===== config.mk =====
export PLATFORM = sky130hd
export DESIGN_NAME = matrix_column_scanner
export DESIGN_NICKNAME = d
export VERILOG_FILES = /design/src/rtl/matrix_column_scanner.sv
export SDC_FILE = /design/constraint.sdc
export NUM_CORES = 1
export LEC_CHECK = 0
export ABC_AREA = 1
export BUFFER_PORTS_ARGS = -buffer_cell sky130_fd_sc_hd__buf_4
export CAP_MARGIN = 20
export CORE_MARGIN = 4
export CORE_UTILIZATION = 55
export DETAILED_ROUTE_END_ITERATION = 7
export GPL_TIMING_DRIVEN = 0
export PLACE_DENSITY_LB_ADDON = 0.1
export SLEW_MARGIN = 5
export SYNTH_ARGS = -nofsm -noshare
export SYNTH_HDL_FRONTEND = slang
export SYNTH_SLANG_ARGS = --single-unit

===== constraint.sdc =====
create_clock -name clock -period 2.7 [get_ports clock]
set_input_delay 0.27 -clock clock [delete_from_list [all_inputs] [get_ports clock]]
set_output_delay 0.27 -clock clock [all_outputs]
set_load 0.02 [all_outputs]

===== src/rtl/matrix_column_scanner.sv =====
// matrix_column_scanner
//   Time-multiplexed column driver for a 5x7 LED matrix. The five column
//   images and the display state are latched at the start of every frame.
//   Each column is lit for CYCLES_PER_COLUMN clocks, from column 4 down to
//   column 0. When the latched state is the error code, the row data blinks
//   with a half-period of BLINK_FRAMES frames.
//
// Ports
//   clock               system clock, rising edge
//   reset_n             synchronous active-low reset
//   enable              1 = scan, 0 = blank and idle
//   state[2:0]          display state code, 3'b010 = error
//   column_4..column_0  row patterns per column, active-low (0 = lit)
//   column_select[4:0]  one-hot column drive, bit 4 = column_4 (registered)
//   row[6:0]            active-low row data for the lit column (registered)
//   frame_done          one-cycle pulse when column 4 is re-entered
module matrix_column_scanner #(
    parameter int CYCLES_PER_COLUMN = 50000,
    parameter int BLINK_FRAMES      = 50
) (
    input  logic       clock,
    input  logic       reset_n,
    input  logic       enable,
    input  logic [2:0] state,
    input  logic [6:0] column_4,
    input  logic [6:0] column_3,
    input  logic [6:0] column_2,
    input  logic [6:0] column_1,
    input  logic [6:0] column_0,
    output logic [4:0] column_select,
    output logic [6:0] row,
    output logic       frame_done
);

    localparam int PW = (CYCLES_PER_COLUMN > 1) ? $clog2(CYCLES_PER_COLUMN) : 1;
    localparam int FW = (BLINK_FRAMES > 1) ? $clog2(BLINK_FRAMES) : 1;
    localparam logic [PW-1:0] PRESCALE_LAST = PW'(CYCLES_PER_COLUMN - 1);
    localparam logic [FW-1:0] FRAME_LAST    = FW'(BLINK_FRAMES - 1);
    localparam logic [2:0]    STATE_ERROR   = 3'b010;
    localparam logic [2:0]    INDEX_FIRST   = 3'd4;
    localparam logic [6:0]    ROW_BLANK     = 7'h7F;

    typedef enum logic {
        IDLE = 1'b0,
        SCAN = 1'b1
    } mode_t;

    mode_t             mode_r,        mode_s;
    logic [PW-1:0]     prescaler_r,   prescaler_s;
    logic [2:0]        index_r,       index_s;
    logic [4:0][6:0]   shadow_r,      shadow_s;
    logic [2:0]        shadow_state_r, shadow_state_s;
    logic [FW-1:0]     frame_count_r, frame_count_s;
    logic              blink_on_r,    blink_on_s;
    logic              frame_pulse_s;
    logic [4:0]        column_select_s;
    logic [6:0]        row_s;

    // Next-state logic for the scan FSM, counters and image latch.
    always_comb begin
        mode_s         = mode_r;
        prescaler_s    = prescaler_r;
        index_s        = index_r;
        shadow_s       = shadow_r;
        shadow_state_s = shadow_state_r;
        frame_count_s  = frame_count_r;
        blink_on_s     = blink_on_r;
        frame_pulse_s  = 1'b0;
        case (mode_r)
            IDLE: begin
                if (enable) begin
                    mode_s         = SCAN;
                    prescaler_s    = '0;
                    index_s        = INDEX_FIRST;
                    shadow_s       = {column_4, column_3, column_2, column_1, column_0};
                    shadow_state_s = state;
                end else begin
                    mode_s = IDLE;
                end
            end
            SCAN: begin
                if (!enable) begin
                    // Leaving SCAN wins over any tick on this edge; the
                    // image latch is kept but timing restarts cleanly.
                    mode_s        = IDLE;
                    prescaler_s   = '0;
                    index_s       = INDEX_FIRST;
                    frame_count_s = '0;
                    blink_on_s    = 1'b1;
                end else if (prescaler_r == PRESCALE_LAST) begin
                    prescaler_s = '0;
                    if (index_r == 3'd0) begin
                        // Frame boundary: new image, new state, blink bookkeeping.
                        index_s        = INDEX_FIRST;
                        shadow_s       = {column_4, column_3, column_2, column_1, column_0};
                        shadow_state_s = state;
                        frame_pulse_s  = 1'b1;
                        if (frame_count_r == FRAME_LAST) begin
                            frame_count_s = '0;
                            blink_on_s    = ~blink_on_r;
                        end else begin
                            frame_count_s = frame_count_r + {{(FW-1){1'b0}}, 1'b1};
                        end
                    end else begin
                        index_s = index_r - 3'd1;
                    end
                end else begin
                    prescaler_s = prescaler_r + {{(PW-1){1'b0}}, 1'b1};
                end
            end
            default: begin
                mode_s = IDLE;
            end
        endcase
    end

    // Output decode from the next state so the registered outputs line up
    // with the state they describe (no extra cycle of latency).
    always_comb begin
        column_select_s = 5'b00000;
        row_s           = ROW_BLANK;
        if (mode_s == SCAN) begin
            column_select_s = 5'b00001 << index_s;
            if ((shadow_state_s == STATE_ERROR) && !blink_on_s) begin
                row_s = ROW_BLANK;
            end else begin
                row_s = shadow_s[index_s];
            end
        end else begin
            column_select_s = 5'b00000;
            row_s           = ROW_BLANK;
        end
    end

    // State, counter, image and output registers with synchronous reset.
    always_ff @(posedge clock) begin
        if (!reset_n) begin
            mode_r         <= IDLE;
            prescaler_r    <= '0;
            index_r        <= INDEX_FIRST;
            shadow_r       <= {5{ROW_BLANK}};
            shadow_state_r <= 3'b000;
            frame_count_r  <= '0;
            blink_on_r     <= 1'b1;
            column_select  <= 5'b00000;
            row            <= ROW_BLANK;
            frame_done     <= 1'b0;
        end else begin
            mode_r         <= mode_s;
            prescaler_r    <= prescaler_s;
            index_r        <= index_s;
            shadow_r       <= shadow_s;
            shadow_state_r <= shadow_state_s;
            frame_count_r  <= frame_count_s;
            blink_on_r     <= blink_on_s;
            column_select  <= column_select_s;
            row            <= row_s;
            frame_done     <= frame_pulse_s;
        end
    end

endmodule


==> metrics <==
Synth top area share=37.9%; Max clock buf depth=2; Final setup viols=0; Post-Route WL=about 11,000 um; crit path launch type=flip-flop; die footprint=between 8000 and 9000 sq um; clk_lat worst skew=around 360 ps; I/O Pins=54; slowest CP cell=dfxtp_1; Final Hold Viols=0; status=completed; Sw Ratio=around a quarter; PortBufs=52; Antenna diodes=0; CP Max Fanout=7; Hold WS=132 ps; Area contributors post-synth=dfxtp_1, nand2_1, nand3_1; Worst-path clk slew=approximately 90 ps; initial antenna violation count=0; CTS Buf Count=9; Via density=roughly 5.4; mean post-synth cell area=~6.7 sq um; Final period util=between 80% and 90%; share of layout cells above drive strength 1=between 15 and 20%; max_slew headroom=61.3%; PwrDens=around 520 nW/um^2; setup_tns=0 ps; Max Freq=~440 MHz; WS Path Type=reg -> reg; nets=725; num rows=31; commonest non-fill, non-tap cell in the layout=nand2_1; LEAKAGE=roughly 0.0022 uW; number of remaining DRC errors=0; TritonCTS Sinks=between 70 and 80; Core ar.=about 7300 sq um; TritonCTS clock tree=yes; Flop pwr share=between 40% and 50%; Worst Hold Class=in -> reg; most frequent cells in the layout=nand2_1, nand3_1, dfxtp_1; share of total power in combinational logic=roughly 13%; pin count of the biggest net entering global routing=15; Cell Area, Synth=4120 sq um; count of cell types in the netlist=36; worst-path cell chain=ha_1, nand3_1, nor2_2, nand4_1, nand2_1, nand2_1, o21ai_0, nor2_1, nand2_1, nand2_1, nor2_1, nand2_1; Setup WS post-layout=approximately 440 ps; number of global-route vias before repair=a little under 4,000; aggregate global routing overflow=0; HPWL Detailed=a little over 8000 um; Cells after Synth=618; CTS resizes=0; Worst setup EP type=flip-flop; max_cap viols=0; CP top delay family=simple AND/OR/NAND/NOR gates; CTS H-tree depth=3; FF+latch count, synth=78; chip width=about 95 um; cts hold-fix bufs=0; RePlAce Congestion=0.867; fin crit period=about 2300 ps; critical path required time=between 2000 and 3000 ps; Ys Warns=0; DRT Pass-1 Iters=5; Total Routing Usage GR=25.7%; Post-Place Worst Slack=about 480 ps; switching power=between 600 and 700 uW; Peak supply drop=between 0.0003 and 0.0004 V; clock network power share=roughly two fifths; Starting Density=a little under three fifths; RSZ-0062 raised after global routing=false; vias=between 4,000 and 5,000; most frequent CP cell=nand2_1; Worst Path Buf+Inv=0; DR iter-0 viols=276; postcts setup bufs=0; Finished Core Util=about two thirds; die height=between 90 and 100 um; share of the yosys chip area belonging to registers=a little under two fifths; Int Pwr=1860 uW; syn nets=662; slowest stage delay, CP=roughly 380 ps; Crit path arrival time=roughly 2500 ps; Final ANT Viol Nets=0; clk_skew=roughly 8.5 ps; Slew @ Worst Pin=just under 600 ps; clock root buffer=clkbuf_8; first-pass GRT wire length=18,200 um; pins over their slew limit=0; Area Growth Syn to Fin=17.8%; WL per Instance=~14 um; post-synth top area cell=dfxtp_1
==> synth_stat cells (all sizes together) <==
cell type and number:
o22ai 1, inv 61, o21ai 18, buf 16
nor3b 2, a221oi 4, a31oi 1, a21oi 18
dfxtp 78, nor2 81, ha 3, or2 14
o31ai 1, a211oi 3, nand4 7, nand2 153
a31o 1, clkinv 3, o211ai 14, o221a 1
a22oi 1, nand3 113, nor3 11, clkbuf 13
==> power by group through the flow <==
stage | logic, uW | registers, uW | clock network [uW]
after floorplan | 207 | 1250 | 0
after global placement | 312 | 1250 | 0
after detailed placement | 321 | 1250 | 0
after CTS | 322 | 1220 | 998
after global routing | 367 | 1230 | 1050
final | 324 | 1220 | 984
==> state kept, by name, indices dropped and copies added, names as in the netlist <==
register        cells
prescaler_r        16
frame_done          1
blink_on_r          1
shadow_r           35
frame_count_r       6
column_select       5
index_r             3
mode_r              1
row                 7
shadow_state_r      3
==> per-stage QoR <==
step	instance area [sq um]	instances	power (uW)
2_1_floorplan	4120	618	1460
3_3_place_gp	4640	769	1560
3_5_place_dp	4640	769	1570
4_1_cts	4860	785	2540
5_1_grt	4860	785	2640
6_report	4860	785	2530
==> logic make-up after synthesis <==
kind of cell	synth area share, %
fa+ha+maj	0.910
buf+inv	9.59
flops	37.9
compound gates	9.74
simple gates	41.9
==> routing by layer <==
layer | GRT usage, % | up-vias | wire (um)
met2 | 40.1 | 141 | 4830
met4 | 7.09 | 0 | 128
li1 | - | 2154 | -
met1 | 36.9 | 1936 | 5070
met3 | 4.22 | 17 | 810
met5 | 0 | - | 0
==> path summary, 6_finish.rpt <==
kind                        from             end  slack, ps  cells after the start
setup / recovery  prescaler_r[0]          row[1]        440                     12
hold / removal       column_0[1]     shadow_r[1]        130                      3
setup reg to reg  prescaler_r[0]          row[1]        440                     12
hold reg to reg   prescaler_r[1]  prescaler_r[1]        490                      2
==> worst reg2reg max path: cells and delay by family (launching register included) <==
family	cells	cell delay (ps)
simple gates	10	1440
compound gates	1	130
flops	1	380
fa+ha+maj	1	220
==> final cells by class <==
| type | count | area, sq um |
|---|---|---|
| plain buffers | 29 | 155 |
| flip-flops and latches | 78 | 1560 |
| clock inverters | 7 | 97.6 |
| well taps | 99 | 124 |
| repair buffers | 52 | 390 |
| inverters | 64 | 240 |
| clock buffers | 9 | 124 |
| fillers | 645 | 2390 |
| multi-input cells | 447 | 2170 |
Note: power is estimated with default switching activity, not from simulation.
